$ cat config.mk
export PLATFORM = sky130hd
export DESIGN_NAME = sme_feeder_flat
export DESIGN_NICKNAME = d
export VERILOG_FILES = /design/src/rtl/sme_feeder_if.sv /design/src/rtl/sme_feeder.sv /design/src/flat_wrapper.sv
export SDC_FILE = /design/constraint.sdc
export NUM_CORES = 1
export LEC_CHECK = 0
export CAP_MARGIN = 20
export CORE_ASPECT_RATIO = 2
export CORE_MARGIN = 1.5
export CORE_UTILIZATION = 40
export CTS_BUF_LIST = sky130_fd_sc_hd__clkbuf_16
export DETAILED_ROUTE_END_ITERATION = 8
export PLACE_DENSITY = 0.53
export SKIP_CTS_REPAIR_TIMING = 1
export SYNTH_ARGS = -nofsm -noshare
export SYNTH_HDL_FRONTEND = slang
export SYNTH_SLANG_ARGS = --single-unit
export TNS_END_PERCENT = 30
$ cat constraint.sdc
create_clock -name clk -period 4 [get_ports clk]
set_input_delay 0.4 -clock clk [delete_from_list [all_inputs] [get_ports clk]]
set_output_delay 0.4 -clock clk [all_outputs]
set_load 0.02 [all_outputs]
$ cat src/rtl/sme_feeder_if.sv
// -----------------------------------------------------------------------------
// sme_feeder_if
//   Bus bundle between a byte producer, the SME job feeder and the SME.
//
//   Handshake rules:
//     Producer side: a byte (in_data/in_is_pattern/in_last) is transferred on
//       every rising clk edge where in_valid && in_ready; in_ready never depends
//       on in_valid in the same cycle.
//     SME side: there is no back-pressure. Whenever sme_isstring or
//       sme_ispattern is 1, the SME consumes sme_chardata at that edge.
//       sme_valid is a one-cycle result pulse from the SME.
//
//   Modports:
//     slave  - the feeder (consumes producer bytes, drives the SME strobes)
//     master - the environment (producer + SME)
// -----------------------------------------------------------------------------
interface sme_feeder_if;
  logic       in_valid;
  logic       in_ready;
  logic [7:0] in_data;
  logic       in_is_pattern;
  logic       in_last;
  logic [7:0] sme_chardata;
  logic       sme_isstring;
  logic       sme_ispattern;
  logic       sme_valid;

  modport slave (
    input  in_valid, in_data, in_is_pattern, in_last, sme_valid,
    output in_ready, sme_chardata, sme_isstring, sme_ispattern
  );

  modport master (
    output in_valid, in_data, in_is_pattern, in_last, sme_valid,
    input  in_ready, sme_chardata, sme_isstring, sme_ispattern
  );
endinterface

$ cat src/rtl/sme_feeder.sv
// -----------------------------------------------------------------------------
// sme_feeder
//   Upstream job feeder for the string-match engine. Producer bytes are
//   buffered in a FIFO as {pattern,last,data}. Once a complete job (string
//   bytes followed by pattern bytes ending in last) is buffered, it is replayed
//   to the SME as one gap-free burst. After a job's final pattern byte the
//   feeder waits for the SME's sme_valid pulse and presents the next job's
//   first byte combinationally in that same cycle.
//
//   Parameters:
//     DEPTH    FIFO entries (power of two, must hold one STR_MAX+PAT_MAX job)
//     STR_MAX  max string bytes per job (enforced only with SME_FEEDER_CHECK_EN)
//     PAT_MAX  max pattern bytes per job (enforced only with SME_FEEDER_CHECK_EN)
//
//   Ports:
//     clk        clock
//     reset      asynchronous, active-high reset
//     bus        sme_feeder_if.slave (producer handshake + SME strobes)
//     busy       state is SEND or WAIT
//     underrun   sticky: sme_valid seen in WAIT with no complete job buffered
//     err_len    sticky: job length violation (always 0 without the macro)
//     dbg_state  current FSM state (0=FIRST, 1=SEND, 2=WAIT)
//
//   Configuration macro: SME_FEEDER_CHECK_EN
//     Defined: per-job byte counters truncate overlong string/pattern segments
//     and set err_len. Undefined: bytes are stored exactly as received.
// -----------------------------------------------------------------------------
module sme_feeder #(
  parameter int DEPTH   = 64,
  parameter int STR_MAX = 32,
  parameter int PAT_MAX = 8
) (
  input  logic        clk,
  input  logic        reset,
  sme_feeder_if.slave bus,
  output logic        busy,
  output logic        underrun,
  output logic        err_len,
  output logic [1:0]  dbg_state
);

  localparam int AW = $clog2(DEPTH);

  generate
    if (((DEPTH & (DEPTH - 1)) != 0) || (DEPTH < STR_MAX + PAT_MAX)) begin : g_bad_cfg
      $error("sme_feeder: DEPTH must be a power of two holding one full job");
    end
  endgenerate

  typedef struct packed {
    logic       pattern;
    logic       last;
    logic [7:0] data;
  } entry_t;

  typedef enum logic [1:0] {
    ST_FIRST = 2'd0,
    ST_SEND  = 2'd1,
    ST_WAIT  = 2'd2
  } state_t;

  state_t        state, state_nxt;
  entry_t        mem [DEPTH];
  entry_t        head;
  entry_t        wr_entry;
  logic [AW:0]   wr_ptr, rd_ptr;
  logic [AW:0]   job_cnt;
  logic          full;
  logic          accept;
  logic          store;
  logic          start;
  logic          drive;
  logic          head_ends;
  logic          job_inc, job_dec;
  logic          job_nz;
  logic          underrun_set;

  // ---------------------------------------------------------------------------
  // FIFO: pointers carry one wrap bit, so full = same index, different lap.
  // in_ready depends only on registered pointers, so a pop cannot make room
  // for a write in the same cycle.
  // ---------------------------------------------------------------------------
  assign full         = (wr_ptr[AW] != rd_ptr[AW]) && (wr_ptr[AW-1:0] == rd_ptr[AW-1:0]);
  assign bus.in_ready = !full;
  assign accept       = bus.in_valid && !full;
  assign head         = mem[rd_ptr[AW-1:0]];
  assign head_ends    = head.pattern && head.last;

  always_ff @(posedge clk) begin
    if (store) mem[wr_ptr[AW-1:0]] <= wr_entry;
  end

`ifdef SME_FEEDER_CHECK_EN
  localparam int SCW = $clog2(STR_MAX + 1);
  localparam int PCW = $clog2(PAT_MAX + 1);
  localparam logic [SCW-1:0] STR_LIM  = SCW'(STR_MAX);
  localparam logic [PCW-1:0] PAT_LAST = PCW'(PAT_MAX - 1);

  logic [SCW-1:0] str_cnt;
  logic [PCW-1:0] pat_cnt;
  logic           discard;
  logic           str_inc, pat_inc, cnt_clr;
  logic           discard_set, discard_clr, err_set;

  // Length policing. After a forced last, the remainder of the job (up to the
  // producer's own in_last) is accepted but dropped.
  always_comb begin
    store       = 1'b0;
    wr_entry    = '{pattern: bus.in_is_pattern,
                    last:    bus.in_is_pattern && bus.in_last,
                    data:    bus.in_data};
    str_inc     = 1'b0;
    pat_inc     = 1'b0;
    cnt_clr     = 1'b0;
    discard_set = 1'b0;
    discard_clr = 1'b0;
    err_set     = 1'b0;
    if (accept) begin
      if (discard) begin
        err_set = 1'b1;
        if (bus.in_is_pattern && bus.in_last) begin
          discard_clr = 1'b1;
          cnt_clr     = 1'b1;
        end
      end else if (!bus.in_is_pattern) begin
        if (str_cnt == STR_LIM) begin
          err_set = 1'b1;
        end else begin
          store   = 1'b1;
          str_inc = 1'b1;
        end
      end else begin
        store = 1'b1;
        if (bus.in_last) begin
          cnt_clr = 1'b1;
        end else if (pat_cnt == PAT_LAST) begin
          wr_entry.last = 1'b1;
          err_set       = 1'b1;
          discard_set   = 1'b1;
          cnt_clr       = 1'b1;
        end else begin
          pat_inc = 1'b1;
        end
      end
    end
  end

  always_ff @(posedge clk or posedge reset) begin
    if (reset) begin
      str_cnt <= '0;
      pat_cnt <= '0;
      discard <= 1'b0;
      err_len <= 1'b0;
    end else begin
      if (cnt_clr) begin
        str_cnt <= '0;
        pat_cnt <= '0;
      end else begin
        if (str_inc) str_cnt <= str_cnt + SCW'(1);
        if (pat_inc) pat_cnt <= pat_cnt + PCW'(1);
      end
      if (discard_set)      discard <= 1'b1;
      else if (discard_clr) discard <= 1'b0;
      if (err_set) err_len <= 1'b1;
    end
  end
`else
  // in_last on a string byte carries no meaning and is not stored.
  always_comb begin
    store    = accept;
    wr_entry = '{pattern: bus.in_is_pattern,
                 last:    bus.in_is_pattern && bus.in_last,
                 data:    bus.in_data};
  end

  assign err_len = 1'b0;
`endif

  // ---------------------------------------------------------------------------
  // Complete-job counter: only complete jobs are ever started, so a burst can
  // never run the FIFO dry.
  // ---------------------------------------------------------------------------
  assign job_inc = store && wr_entry.pattern && wr_entry.last;
  assign job_dec = drive && head_ends;
  assign job_nz  = (job_cnt != '0);

  // ---------------------------------------------------------------------------
  // FSM next state / outputs. The sme_valid -> sme_* path is combinational so
  // the SME sees the next job's first byte in its own valid cycle.
  // ---------------------------------------------------------------------------
  always_comb begin
    state_nxt    = state;
    start        = 1'b0;
    underrun_set = 1'b0;
    case (state)
      ST_FIRST: start = job_nz;
      ST_SEND:  start = 1'b0;
      ST_WAIT: begin
        if (bus.sme_valid) begin
          if (job_nz) begin
            start = 1'b1;
          end else begin
            underrun_set = 1'b1;
            state_nxt    = ST_FIRST;
          end
        end
      end
      default:  state_nxt = ST_FIRST;
    endcase

    drive = start || (state == ST_SEND);
    // A single-byte job pops its last byte on the start cycle and goes
    // straight to WAIT.
    if (drive) state_nxt = head_ends ? ST_WAIT : ST_SEND;

    bus.sme_chardata  = drive ? head.data : 8'h00;
    bus.sme_isstring  = drive && !head.pattern;
    bus.sme_ispattern = drive && head.pattern;
  end

  always_ff @(posedge clk or posedge reset) begin
    if (reset) begin
      state    <= ST_FIRST;
      wr_ptr   <= '0;
      rd_ptr   <= '0;
      job_cnt  <= '0;
      underrun <= 1'b0;
    end else begin
      state <= state_nxt;
      if (store) wr_ptr <= wr_ptr + (AW+1)'(1);
      if (drive) rd_ptr <= rd_ptr + (AW+1)'(1);
      case ({job_inc, job_dec})
        2'b10:   job_cnt <= job_cnt + (AW+1)'(1);
        2'b01:   job_cnt <= job_cnt - (AW+1)'(1);
        default: job_cnt <= job_cnt;
      endcase
      if (underrun_set) underrun <= 1'b1;
    end
  end

  assign busy      = (state == ST_SEND) || (state == ST_WAIT);
  assign dbg_state = state;

endmodule

$ cat src/flat_wrapper.sv
// flat-port wrapper written by rule: the top's interface ports become plain ports
module sme_feeder_flat 
#(
  parameter int DEPTH   = 64,
  parameter int STR_MAX = 32,
  parameter int PAT_MAX = 8
)
  (clk, reset, busy, underrun, err_len, dbg_state, bus_in_valid, bus_in_data, bus_in_is_pattern, bus_in_last, bus_sme_valid, bus_in_ready, bus_sme_chardata, bus_sme_isstring, bus_sme_ispattern);
  sme_feeder_if bus_i ();
  input  logic clk;
  input  logic reset;
  output logic busy;
  output logic underrun;
  output logic err_len;
  output logic [1:0] dbg_state;
  input wire logic [$bits(bus_i.in_valid)-1:0] bus_in_valid;
  input wire logic [$bits(bus_i.in_data)-1:0] bus_in_data;
  input wire logic [$bits(bus_i.in_is_pattern)-1:0] bus_in_is_pattern;
  input wire logic [$bits(bus_i.in_last)-1:0] bus_in_last;
  input wire logic [$bits(bus_i.sme_valid)-1:0] bus_sme_valid;
  output wire logic [$bits(bus_i.in_ready)-1:0] bus_in_ready;
  output wire logic [$bits(bus_i.sme_chardata)-1:0] bus_sme_chardata;
  output wire logic [$bits(bus_i.sme_isstring)-1:0] bus_sme_isstring;
  output wire logic [$bits(bus_i.sme_ispattern)-1:0] bus_sme_ispattern;
  assign bus_i.in_valid = bus_in_valid;
  assign bus_i.in_data = bus_in_data;
  assign bus_i.in_is_pattern = bus_in_is_pattern;
  assign bus_i.in_last = bus_in_last;
  assign bus_i.sme_valid = bus_sme_valid;
  assign bus_in_ready = bus_i.in_ready;
  assign bus_sme_chardata = bus_i.sme_chardata;
  assign bus_sme_isstring = bus_i.sme_isstring;
  assign bus_sme_ispattern = bus_i.sme_ispattern;
  sme_feeder #(.DEPTH(DEPTH), .STR_MAX(STR_MAX), .PAT_MAX(PAT_MAX)) u_core (.clk(clk), .reset(reset), .bus(bus_i), .busy(busy), .underrun(underrun), .err_len(err_len), .dbg_state(dbg_state));
endmodule
* Word-level counts from Yosys, hierarchy flattened
Memories as Yosys holds them, arrays and structs flattened.
Index checks and enable logic that the tools add are counted.
** Word-level totals
- Bits in registers :: 24
- Bits in writable memories :: 640
- Input port bits :: 14
- Output and inout bits :: 16
- Logic and storage cells :: 52
- Memories kept :: 1
** Memories
- u_core.mem :: depth 64, bits a word 10, rd ports 1, clocked after Yosys merged registers in 0, wr ports 1, line sme_feeder.sv:63 : entry_t mem [DEPTH];
** Cells by class
- Add/sub/neg operators :: 4
- Equality and inequality tests :: 9
- Muxes and demuxes :: 15
- Reductions and logical operators :: 18
** Operators with widths (count)
- 7-bit by 1-bit adder with 7-bit output, second input constant :: 3
- 7-bit one-hot mux with 2 select lines :: 1
- 1-bit logical AND :: 9
- 2-bit 2-to-1 mux :: 4
- 8-bit 2-to-1 mux :: 1
- 1-bit 2-to-1 mux :: 7
- 7-bit nonzero test :: 1
- 7-bit by 1-bit subtractor with 7-bit output, second input constant :: 1
- 6-bit equality test :: 1
- 3-bit by 2-bit != test with 1-bit output, second input constant :: 2
- 2-bit by 1-bit equality test with 1-bit output, second input constant :: 2
- 2-bit equality test, second input constant :: 2
- 2-bit one-hot mux with 2 select lines :: 1
- 3-bit AND reduction :: 1
- 1-bit zero test :: 2
- 2-bit zero test :: 1
- 1-bit logical OR :: 2
- 2-bit by 1-bit != test with 1-bit output, second input constant :: 1
- 1-bit one-hot mux with 2 select lines :: 1
- 2-bit nonzero test :: 1
- 2-bit OR reduction :: 1
- 1-bit != test :: 1

* Longest topological paths before layout
Gate-level depths: netlist of the first run.
- Depth in word-level cells :: 8
- Depth in mapped cells :: 18
- Depth with buffers taken out :: 16

* Worst setup path before layout of the first run
OpenSTA, ideal clock, no wires.
- Path type :: flip-flop to flip-flop
- From :: register u_core.state[0], in the netlist u_core.dbg_state[0]
- To :: register u_core.job_cnt[6]
- Setup time :: 80 ps
- Data arrival time :: 3657 ps
- Path slack :: 263 ps
- Cell stages (with the launch flop) :: 17
- Cell sequence :: dfrtp_1 inv_1 ha_1 a21oi_1 a211oi_1 o21bai_1 nor4_1 o2111ai_2 inv_1 ha_1 ha_1 a21o_1 a21oi_1 o21bai_1 a21oi_1 mux2i_1 xnor2_1
** Between the ends
- Longest elaborated chain between the ends :: 6
** Ends and longest elaborated chain
- start: declaration :: line sme_feeder.sv:62 : state_t state, state_nxt;
- start signal: assignment :: line sme_feeder.sv:229 : state <= state_nxt;
- 2-bit equality test or 2-bit zero test (tied branches) :: line sme_feeder.sv:195 : case (state)
- 1-bit one-hot mux with 2 select lines :: line sme_feeder.sv:195
- 1-bit logical OR (*) :: line sme_feeder.sv:211 : drive = start || (state == ST_SEND);
- 1-bit logical AND (*) :: line sme_feeder.sv:184 : assign job_dec = drive && head_ends;
- 2-bit by 1-bit equality test with 1-bit output or 2-bit equality test (tied branches) :: line sme_feeder.sv:232 : case ({job_inc, job_dec})
- 7-bit one-hot mux with 2 select lines or 2-bit nonzero test (tied branches)
- end signal: assignment :: line sme_feeder.sv:233 : 2'b10: job_cnt <= job_cnt + (AW+1)'(1);
- end signal: assignment :: line sme_feeder.sv:234 : 2'b01: job_cnt <= job_cnt - (AW+1)'(1);
- end signal: assignment :: line sme_feeder.sv:235 : default: job_cnt <= job_cnt;
- end: declaration :: line sme_feeder.sv:67 : logic [AW:0] job_cnt;
Every way passes the cells marked *; elsewhere a longest branch is shown, timed or not.
A chain may end at the register's enable or synchronous reset.

* Worst setup path in the final report of the first run
- From :: register u_core.rd_ptr[0]
- To :: output bus_sme_chardata[1]
** Between the ends
- Longest elaborated chain between the ends :: 2
** Ends and longest elaborated chain
- start: declaration :: line sme_feeder.sv:66 : logic [AW:0] wr_ptr, rd_ptr;
- start signal: assignment :: line sme_feeder.sv:231 : if (drive) rd_ptr <= rd_ptr + (AW+1)'(1);
- memory read 64 x 10 bit
- 8-bit 2-to-1 mux :: line sme_feeder.sv:216 : bus.sme_chardata = drive ? head.data : 8'h00;
- end: declaration :: line flat_wrapper.sv:22 : output wire logic [$bits(bus_i.sme_chardata)-1:0] bus_sme_chardata;
No other way between the ends.

==> results of run 1 <==
path summary, 6_finish.rpt:
kind | start | endpoint | slack, ns | cells past startpoint
setup / recovery | u_core.rd_ptr[0] | bus_sme_chardata[1] | -0.09 | 7
hold / removal | reset | u_core.job_cnt[5] | 0.06 | 2
setup reg to reg | u_core.rd_ptr[0] | u_core.job_cnt[6] | 0.14 | 16
hold reg to reg | u_core.job_cnt[6] | u_core.job_cnt[6] | 0.48 | 1
max in group asynchronous | reset | u_core.rd_ptr[3] | 3.31 | 3
min in group clk | bus_in_data[7] | u_core.mem[36][7] | 0.22 | 1
registers in the layout (all words and copies together) (netlist names):
register,cells
u_core.wr_ptr,7
u_core.mem,640
u_core.job_cnt,7
u_core.rd_ptr,7
u_core.dbg_state,2
u_core.underrun,1
cells in the final DEF, fill, tap and decap left out, types with 10 or more instances in the layout:
cell type,count
clkdlybuf4s50_1,13
xnor2_1,15
clkinv_1,18
clkbuf_16,55
inv_1,18
ha_1,10
buf_4,132
mux2i_1,54
mux4_2,172
nand2_1,21
edfxtp_1,640
a22oi_1,11
nor2_1,75
dfrtp_1,19
per-stage QoR:
stage               hold WS (ns)  worst slack, ns
finish                    0.0615          -0.0891
global route              0.0826           -0.211
CTS                       0.0374           -0.460
detailed placement         0.462          0.00968
global placement           0.456           0.0103
floorplan                  0.415            0.263
layer usage:
metal	up-vias	track usage	part of all wire
li1	5364	-	-
met1	6711	0.224	0.35
met2	269	0.384	0.57
met3	108	0.0193	0.029
met4	0	0.0823	0.044
met5	-	0	0
report_power, final:
| group | internal [W] | leakage, nW | switching (W) |
|---|---|---|---|
| clock network | 0.00284 | 0.888 | 0.00244 |
| registers | 0.00798 | 6.06 | 0.000291 |
| logic | 0.00345 | 2.98 | 0.00391 |
| total | 0.0143 | 9.93 | 0.00664 |
synth_stat cells, types with 4 or more instances:
cell / n / area (um^2)
a21oi_1: 11 / 55.1
nand4_1: 4 / 25.0
mux4_2: 172 / 3870
clkbuf_1: 9 / 33.8
buf_1: 5 / 18.8
nand3b_1: 4 / 30.0
and2_1: 4 / 25.0
edfxtp_1: 640 / 19200
a22oi_1: 11 / 82.6
xnor2_1: 15 / 131
buf_2: 32 / 160
mux2i_1: 57 / 571
mux2_2: 4 / 45.0
ha_1: 11 / 138
buf_4: 11 / 82.6
nor2_1: 75 / 282
buf_6: 10 / 113
nand3_1: 8 / 40.0
dfrtp_1: 24 / 601
nand2_1: 21 / 78.8
o22ai_1: 8 / 50.1
xor2_1: 9 / 78.8
o21ai_0: 4 / 20.0
nor2b_1: 7 / 43.8
inv_1: 7 / 26.3
a211oi_1: 5 / 37.5
kinds of logic (layout without fill, tap and decap cells):
family / count (synthesis) / count (layout) / synth area share
xor gates and xnor gates: 24 / 24 / 0.00799
and+or+nand+nor: 146 / 146 / 0.0261
DFF: 664 / 664 / 0.753
buffers and inverters: 76 / 283 / 0.0175
other: 1 / 2 / 0.000143
muxes: 236 / 236 / 0.173
adders and majority gates: 12 / 12 / 0.00599
AOI/OAI and AO/OA: 61 / 61 / 0.0161
layout make-up:
cell class | count | area, um^2 | share of cell area
diodes | 1 | 2.50 | 0.0000827
well taps | 871 | 1090 | 0.0360
inverters | 7 | 26.3 | 0.000868
flip-flops and latches | 664 | 19800 | 0.655
clock inverters | 47 | 368 | 0.0122
multi-input cells | 480 | 6070 | 0.201
clock buffers | 54 | 1350 | 0.0447
repair buffers | 175 | 1520 | 0.0501
worst reg2reg max path, delay by kind of cell, from the launching register on:
family,cells,cell delay [ns]
buffers and inverters,3,0.50
flip-flops,1,0.56
AND/OR/NAND/NOR,2,0.42
multiplexers,1,0.24
adder cells (fa/ha/maj),2,0.62
AO/OA/AOI/OAI,7,1.31
XOR/XNOR,1,0.13
==> results.md, run 1 <==
* Final setup vio count at 2
* Setup TNS Final at -0.144 ns
* Post-route ant nets at 0
* Final instance area at 30300 um^2
* Maxcap violations at 0
* Critical path buffer and inverter count at 3
* Antenna violations before repair at 0
* CORE AREA at 64900 um^2
* Tot Pwr at 0.0209 W
* Placed insts at 2190
* Fillers at 5406
* Leak at 9.93 nW
* Final Hold Fails at 0
* Final WS setup at -0.0891 ns
* Crit path largest cell delay at 0.58 ns
* Initial Util at 0.405
* Top FF cell, synth: edfxtp_1
* Nets at 1408
* Slew @ Worst Pin at 0.951 ns
* Failing checks: setup timing
* FF+latch count, synth at 664
* Post-DP HPWL at 43.8 mm
* Syn_area_per_cell at 21.6 um^2
* DP Area at 28400 um^2
* RSZ-0062 raised after global routing: yes
* CP endpoint kind: output port
* Clk buf depth at 3
* Die W at 184 um
* # H-tree levels at 2
* Worst path cell trace: buf_4, buf_16, mux4_2, mux4_2, mux2i_2, o22ai_1, clkdlybuf4s50_1
* Starting DRC count in detailed routing at 941
* Placer Congestion at 0.875
* WP data required at 3.60 ns
* Synth async-reset ratio at 0.0361
* Largest net degree at the start of global routing at 65
* Crit share post-route at 1.02
* Num rows at 132
* Seq/Total Area, Yosys at 0.753
* CTS Sinks at 664
* Worst Path Max Fanout at 28
* Fraction of layout cells with a size suffix above 1 at 0.300
* Startpoint Class: register
* Cells after Synth at 1220
* Worst-skew pair later-pin latency at 0.62 ns
* Die height at 366 um
* CTS tree: done
* Outcome: finished, violations left
* Max Slew Vio Count at 0
* Die area at 67400 um^2
* Drt wl/cell at 28.9 um
* Skew final at 0.0300 ns
* I/O Buffers at 28
* Post-Syn Nets at 1246
* Vias in the first global route at 13300
* DRC Markers at 0
* Hold Path Class: in -> async
* First-pass GRT wire length at 95.2 mm
* Number of CTS-inserted buffers at 54
* Core Util, Final at 0.466
* Yosys cell types at 58
* Count of yosys warnings during synthesis at 0
* CP most frequent cell: mux4_2
* Root buffer cell: clkbuf_16
* Wirelength, routed at 66.4 mm
* Clk slew on worst S/H paths at 0.07 ns
* Via Count at 12500
* Non-Filler Instances at 2299
* WS Path Type: reg -> out
* Synth Cell Area at 26300 um^2
* F_max at 245 MHz
* I/O pins at 30
* Drt pass-1 iters at 7
* Crit path max-delay family: multiplexers
* Worst slew margin at 0.366
* Crit-path slowest cell: mux4_2
* Pwr dens at 691 nW/um^2
* Post-synth EDFFs at 640
* Via density at 5.42
* Worst EP arrival at 3.69 ns
* GRT Total Usage at 0.201
* GR Overflow Total at 0
* Area grow syn2layout at 15.0%
* Peak supply drop at 0.000322 V
* Crit path time final at 4.09 ns
Power figures use the tool's default switching activity.
==> inputs of run 2 (changes only) <==
Settings changed: ABC_AREA set to 1.
==> run 2 against run 1 <==
  * The run now ends clean
  * Hold slack improved by 0.19 ns
  * Non-clock buffer count decreased by 18
  * Die area increased by 4.7%
  * Combinational power increased by 18%
  * Sequential power decreased by 1%
  * Setup slack improved by 0.32 ns
  * Critical path depth increased by 4
  * Via count increased by 43%
  * First-iteration DRC count increased by 50%
  * Utilization decreased by 0.68 points
  * Count of clock-buffer cells in the layout increased by 5
  * Sequential share of layout area decreased by 2.4 points
  * Critical endpoint is now bus_sme_ispattern
==> results.md, run 2 <==
* WP data required at 3.60 ns (about the same)
* Top-count cell post-synth: nand2_1
* Wirelength, routed at 75.2 mm (+13%)
* Fillers at 6320 (+17%)
* Placed insts at 3248 (+48%)
* Clk buf depth at 3 (unchanged)
* Slew @ Worst Pin at 1.13 ns (+0.180 ns)
* Post-DP HPWL at 47.0 mm (+7.4%)
* Starting DRC count in detailed routing at 1407 (+50%)
* Leak at 11.5 nW (+16%)
* Placer Congestion at 0.832 (-4.9%)
* Worst Path Max Fanout at 75 (+170%)
* # H-tree levels at 2 (unchanged)
* I/O Buffers at 28 (unchanged)
* DP Area at 29200 um^2 (+3.0%)
* Final Hold Fails at 0 (unchanged)
* Post-synth EDFFs at 640 (unchanged)
* Commonest cells in the netlist: 661 x nand2_1, 640 x edfxtp_1, 223 x a21oi_1, 195 x nand3_1, 171 x nor2_1
* N_diodes at 0 (-1)
* Drt pass-1 iters at 5 (-2)
* Most frequent cells in the layout: 661 x nand2_1, 640 x edfxtp_1, 223 x a21oi_1
* First-pass GRT wire length at 113 mm (+18%)
* Hold Path Class: in -> async
* Peak supply drop at 0.000582 V (+81%)
* Maxcap violations at 0 (unchanged)
* Crit path launch: u_core.rd_ptr[0]
* Drt wl/cell at 22.3 um (-23%)
* Largest net degree at the start of global routing at 77 (+18%)
* Startpoint Class: register
* I/O pins at 30 (unchanged)
* GRT Total Usage at 0.213 (+0.0123)
* Final setup vio count at 0 (-2)
* Post-Syn Nets at 2369 (+90%)
* Via Count at 17700 (+43%)
* Die area at 70600 um^2 (+4.7%)
* CTS tree: done
* FF+latch count, synth at 664 (unchanged)
* Die W at 189 um (+2.3%)
* Root buffer cell: clkbuf_16
* Synth top area share at 0.697 (-0.0331)
* Outcome: completed
* Crit path time final at 3.77 ns (-0.316 ns)
* DRC Markers at 0 (unchanged)
* WS Path Type: reg -> out
* Skew final at 0.0259 ns (-0.00409 ns)
* Number of CTS-inserted buffers at 58 (+7.4%)
* Pwr dens at 728 nW/um^2 (+5.3%)
* Hold_ws at 0.256 ns (+0.194 ns)
* Nets at 2447 (+74%)
* Worst EP arrival at 3.37 ns (-0.32 ns)
* Fraction of layout cells with a size suffix above 1 at 0.104 (-0.195)
* Non-Filler Instances at 3367 (+46%)
* Top FF cell, synth: edfxtp_1
* Post-route ant nets at 0 (unchanged)
* Via density at 5.27 (-2.7%)
* Core Util, Final at 0.459 (-0.00680)
* Cells after Synth at 2343 (+92%)
* CORE AREA at 68400 um^2 (+5.4%)
* Die height at 374 um (+2.3%)
* Cell taking the most area after synthesis: edfxtp_1
* Antenna violations before repair at 0 (unchanged)
* Num rows at 136 (+3.0%)
* Initial Util at 0.403 (-0.00250)
* Vias in the first global route at 17600 (+32%)
* F_max at 265 MHz (+8.4%)
* Tot Pwr at 0.0229 W (+9.4%)
* Top cells by area, synth: edfxtp_1 70%, nand2_1 9.0%, a21oi_1 4.0%
* Synth Cell Area at 27600 um^2 (+4.7%)
* Crit share post-route at 0.943 (-0.0790)
* Worst-skew pair later-pin latency at 0.62 ns (about the same)
* R2R Path Start: u_core.rd_ptr[0]
* Final instance area at 31400 um^2 (+3.9%)
* Max Slew Vio Count at 0 (unchanged)
* Seq/Total Area, Yosys at 0.719 (-0.0341)
* Syn_area_per_cell at 11.8 um^2 (-45%)
* Clk slew on worst S/H paths at 0.07 ns (about the same)
* Synth async-reset ratio at 0.0361 (unchanged)
* Yosys cell types at 37 (-36%)
* Count of yosys warnings during synthesis at 0 (unchanged)
* Worst slew margin at 0.246 (-0.120)
* Max FFs per register at 640 (unchanged)
* CTS Sinks at 664 (unchanged)
* Area grow syn2layout at 14.0%
* CP endpoint kind: output port
* GR Overflow Total at 0 (unchanged)
* Commonest non-fill, non-tap cell in the layout: nand2_1
## run 2: cell types whose count changed in the layout (fill, tap and decap cells not counted), moves of 36 or more
cell / delta
a21oi_1: +214
o21ai_0: +43
nor2_1: +93
nand2_1: +640
mux4_2: -172
mux2i_1: -54
nand3_1: +187
a22oi_1: +36
inv_1: +77
## run 2: final cells by class
cell class	count	area [um^2]	area share
multi-input combinational	1444	6650	0.212
timing repair buffer	157	1400	0.0446
clock buffer	59	1480	0.0470
sequential	664	19800	0.631
clock inverter	50	562	0.0179
tap	897	1120	0.0357
inverter	96	385	0.0123
## run 2: kinds of logic after synthesis
group,count (synthesis),synth area share
buffers and inverters,235,0.0401
XOR/XNOR,18,0.00572
flip-flops,664,0.719
adder cells (fa/ha/maj),12,0.00572
AO/OA/AOI/OAI,359,0.0744
other,1,0.000136
AND/OR/NAND/NOR,1054,0.155
## run 2: path summary, 6_finish.rpt
check,endpoint,slack (ns),cells past startpoint
min in group clk,u_core.underrun,0.39,3
min,u_core.job_cnt[2],0.26,2
max reg2reg,u_core.job_cnt[6],0.33,25
max,bus_sme_ispattern,0.23,11
max in group asynchronous,u_core.rd_ptr[6],3.09,3
min reg2reg,u_core.underrun,0.47,2
## run 2: layer usage
layer,GRT usage,share of wire
met5,0,0
met4,0.0747,0.032
met2,0.368,0.51
met3,0.0202,0.039
met1,0.280,0.42
## run 2: critical path: stages (launching register included)
cell and delay [ns]:
dfrtp_4 0.51, buf_16 0.33, buf_8 0.22, nor2_1 0.06, nor2_1 0.07, o21ai_0 0.09, nand3_1 0.09, nand3_1 0.09
nand2_1 0.09, nand3_1 0.09, a21oi_1 0.39, clkdlybuf4s50_1 0.69
## run 2: where the power goes
group | leakage (nW) | internal [W] | switching, W | total [W]
logic | 4.50 | 0.00273 | 0.00597 | 0.00870
registers | 6.05 | 0.00795 | 0.000223 | 0.00817
clock network | 0.989 | 0.00346 | 0.00255 | 0.00601
total | 11.5 | 0.0141 | 0.00875 | 0.0229
## run 2: per-stage QoR
stage | setup WS, ns | setup TNS, ns
after floorplan | 1.02 | 0
after global placement | 0.285 | 0
after detailed placement | 0.220 | 0
after CTS | -0.316 | -1.25
after global routing | -0.00314 | -0.00314
final | 0.227 | 0
==> inputs of run 3 (changes only) <==
Clock period 4 ns to 3.5 ns, I/O delays scaled along.
==> run 3 against run 2 <==
  * The flow now finishes with violations (setup timing)
  * Sequential cell count unchanged
  * Count of clock-buffer cells in the layout stayed put
  * Combinational power is 18% higher
  * Routed wire length rose by 0.49%
  * Final area is 0.92% higher
  * Critical path type unchanged
  * Critical endpoint is now bus_sme_chardata[1]
  * Largest cell class unchanged
  * Largest power group unchanged
==> results.md, run 3 (synthesized netlist as in run 2, its figures left out) <==
* Outcome: finished, violations left
* Failing checks: setup timing
* Post-DP HPWL at 47.1 mm (+0.13%)
* Leak at 11.7 nW (+1.7%)
* Sw frac at 0.385 (+0.00270)
* Combinational Power Share at 0.392 (+0.012)
* Drt pass-1 iters at 5 (unchanged)
* # H-tree levels at 2 (unchanged)
* Largest net degree at the start of global routing at 75 (-2.6%)
* F_max at 280 MHz
* Clk slew on worst S/H paths at 0.07 ns (about the same)
* Worst slew margin at 0.250 (+0.00450)
* DRC Markers at 0 (unchanged)
* RSZ-0062 raised after global routing: yes
* Hold Path Class: in -> async
* Clk buf depth at 3 (unchanged)
* Drt wl/cell at 22.2 um (-0.60%)
* Final setup vio count at 5 (+5)
* Startpoint Class: register
* Final WS setup at -0.0758 ns (-0.302 ns)
* Vias in the first global route at 17400 (-0.78%)
* Worst-skew pair later-pin latency at 0.63 ns (about the same)
* Post-route ant nets at 0 (unchanged)
* GRT Total Usage at 0.214 (about the same)
* Via Count at 17800 (+0.48%)
* Pwr dens at 827 nW/um^2 (+14%)
* WP data required at 3.15 ns (-0.45 ns)
* Num rows at 136 (unchanged)
* Slew @ Worst Pin at 1.12 ns (-0.00675 ns)
* Maxcap violations at 0 (unchanged)
* Max FFs per register at 640 (unchanged)
* I/O Buffers at 28 (unchanged)
* Share of power burned in registers at 0.356 (about the same)
* Die area at 70600 um^2 (unchanged)
* Setup TNS Final at -0.249 ns (-0.249 ns)
* Worst Path Max Fanout at 49 (-35%)
* Place WS at -0.0258 ns (-0.246 ns)
* Peak supply drop at 0.000621 V (+6.8%)
* Reg-to-reg slack, setup at 0.05 ns (-0.28 ns)
* Pint at 0.0161 W (+14%)
* DP Area at 29600 um^2 (+1.5%)
* Final instance area at 31700 um^2 (+0.92%)
* Wirelength, routed at 75.6 mm (+0.49%)
* Placer Congestion at 0.834 (+0.26%)
* Fraction of layout cells with a size suffix above 1 at 0.120 (+0.0152)
* I/O pins at 30 (unchanged)
* Via density at 5.24 (-0.61%)
* Worst EP arrival at 3.23 ns (-0.14 ns)
* First-pass GRT wire length at 113 mm (-0.13%)
* WS Path Type: reg -> out
* Crit path time final at 3.58 ns
* Starting DRC count in detailed routing at 1363 (-3.1%)
* Die W at 189 um (unchanged)
* Clk pwr share at 0.252 (-0.011)
* CTS tree: done
* Die height at 374 um (unchanged)
* CORE AREA at 68400 um^2 (unchanged)
* GR Overflow Total at 0 (unchanged)
* Hold_ws at 0.180 ns (-0.0761 ns)
* Skew final at 0.0234 ns (-0.00253 ns)
* Number of CTS-inserted buffers at 58 (unchanged)
* Net load switching power at 0.0101 W (+15%)
* Root buffer cell: clkbuf_16
* Area grow syn2layout at 15.1%
* Core Util, Final at 0.464 (+0.00423)
* CP endpoint kind: output port
* Initial Util at 0.403 (unchanged)
* Crit share post-route at 1.02
* Most frequent cells in the layout: 661 x nand2_1, 640 x edfxtp_1, 223 x a21oi_1
* Final Hold Fails at 0 (unchanged)
* Antenna violations before repair at 0 (unchanged)
* N_diodes at 0 (unchanged)
* CTS Sinks at 664 (unchanged)
* Commonest non-fill, non-tap cell in the layout: nand2_1
* Fillers at 6315 (-0.079%)
* Max Slew Vio Count at 0 (unchanged)
* Nets at 2485 (+1.6%)
[run 3: cell types whose count changed in the layout (fill, tap and decap cells not counted), sizes merged, moves of 2 or more]
| cell | before | now |
|---|---|---|
| inv | 100 | 105 |
| buf | 141 | 178 |
| bufinv | 12 | 8 |
| clkinv | 25 | 20 |
| clkbuf | 60 | 63 |
| clkinvlp | 9 | 12 |
| clkdlybuf4s50 | 11 | 9 |
[run 3: routing by layer]
| metal | track usage | share of wire | wire (um) | vias up |
|---|---|---|---|---|
| met2 | 0.358 | 0.49 | 37300 | 471 |
| met1 | 0.277 | 0.42 | 31500 | 8788 |
| met3 | 0.0245 | 0.044 | 3290 | 127 |
| met4 | 0.0976 | 0.047 | 3550 | 0 |
| met5 | 0 | 0 | 0 | - |
| li1 | - | - | - | 8445 |
[run 3: final timing paths]
path	from	cells past startpoint	endpoint
max in group asynchronous	reset	3	u_core.job_cnt[6]
setup reg to reg	u_core.rd_ptr[0]	21	u_core.job_cnt[6]
setup / recovery	u_core.rd_ptr[0]	14	bus_sme_chardata[1]
hold / removal	reset	2	u_core.rd_ptr[1]
min in group clk	bus_in_data[5]	1	u_core.mem[63][5]
hold reg to reg	u_core.underrun	2	u_core.underrun
[run 3: metrics by stage]
stage	instances	power [W]
after floorplan	2343	0.0156
after global placement	3294	0.0196
after detailed placement	3294	0.0196
after CTS	3402	0.0263
after global routing	3404	0.0276
final	3404	0.0262
[run 3: final cells by class]
| class | count | area (um^2) | share of cell area |
|---|---|---|---|
| Clock buffer | 59 | 1480 | 0.0466 |
| Clock inverter | 49 | 463 | 0.0146 |
| Timing Repair Buffer | 195 | 1780 | 0.0561 |
| Multi-Input combinational cell | 1444 | 6670 | 0.210 |
| Sequential cell | 664 | 19800 | 0.625 |
| Inverter | 96 | 375 | 0.0118 |
| Tap cell | 897 | 1120 | 0.0354 |
[run 3: worst max-delay path: stages, from the launching register on]
cell and delay (ns):
dfrtp_4 0.53, buf_16 0.25, buf_4 0.27, nand2_1 0.07, a21oi_1 0.15, nor2_1 0.06, o31ai_1 0.07, nand2_1 0.08
inv_1 0.10, nand3_1 0.18, nand3_1 0.12, nand2_1 0.14, nor2_1 0.19, buf_4 0.13, dlymetal6s2s_1 0.21
[run 3: power by group through the flow]
stage	sequential (W)	combinational [W]	clock, W
after floorplan	0.00937	0.00620	0
after global placement	0.00949	0.0102	0
after detailed placement	0.00950	0.0102	0
after CTS	0.00932	0.0102	0.00675
after global routing	0.00936	0.0112	0.00702
final	0.00933	0.0103	0.00662
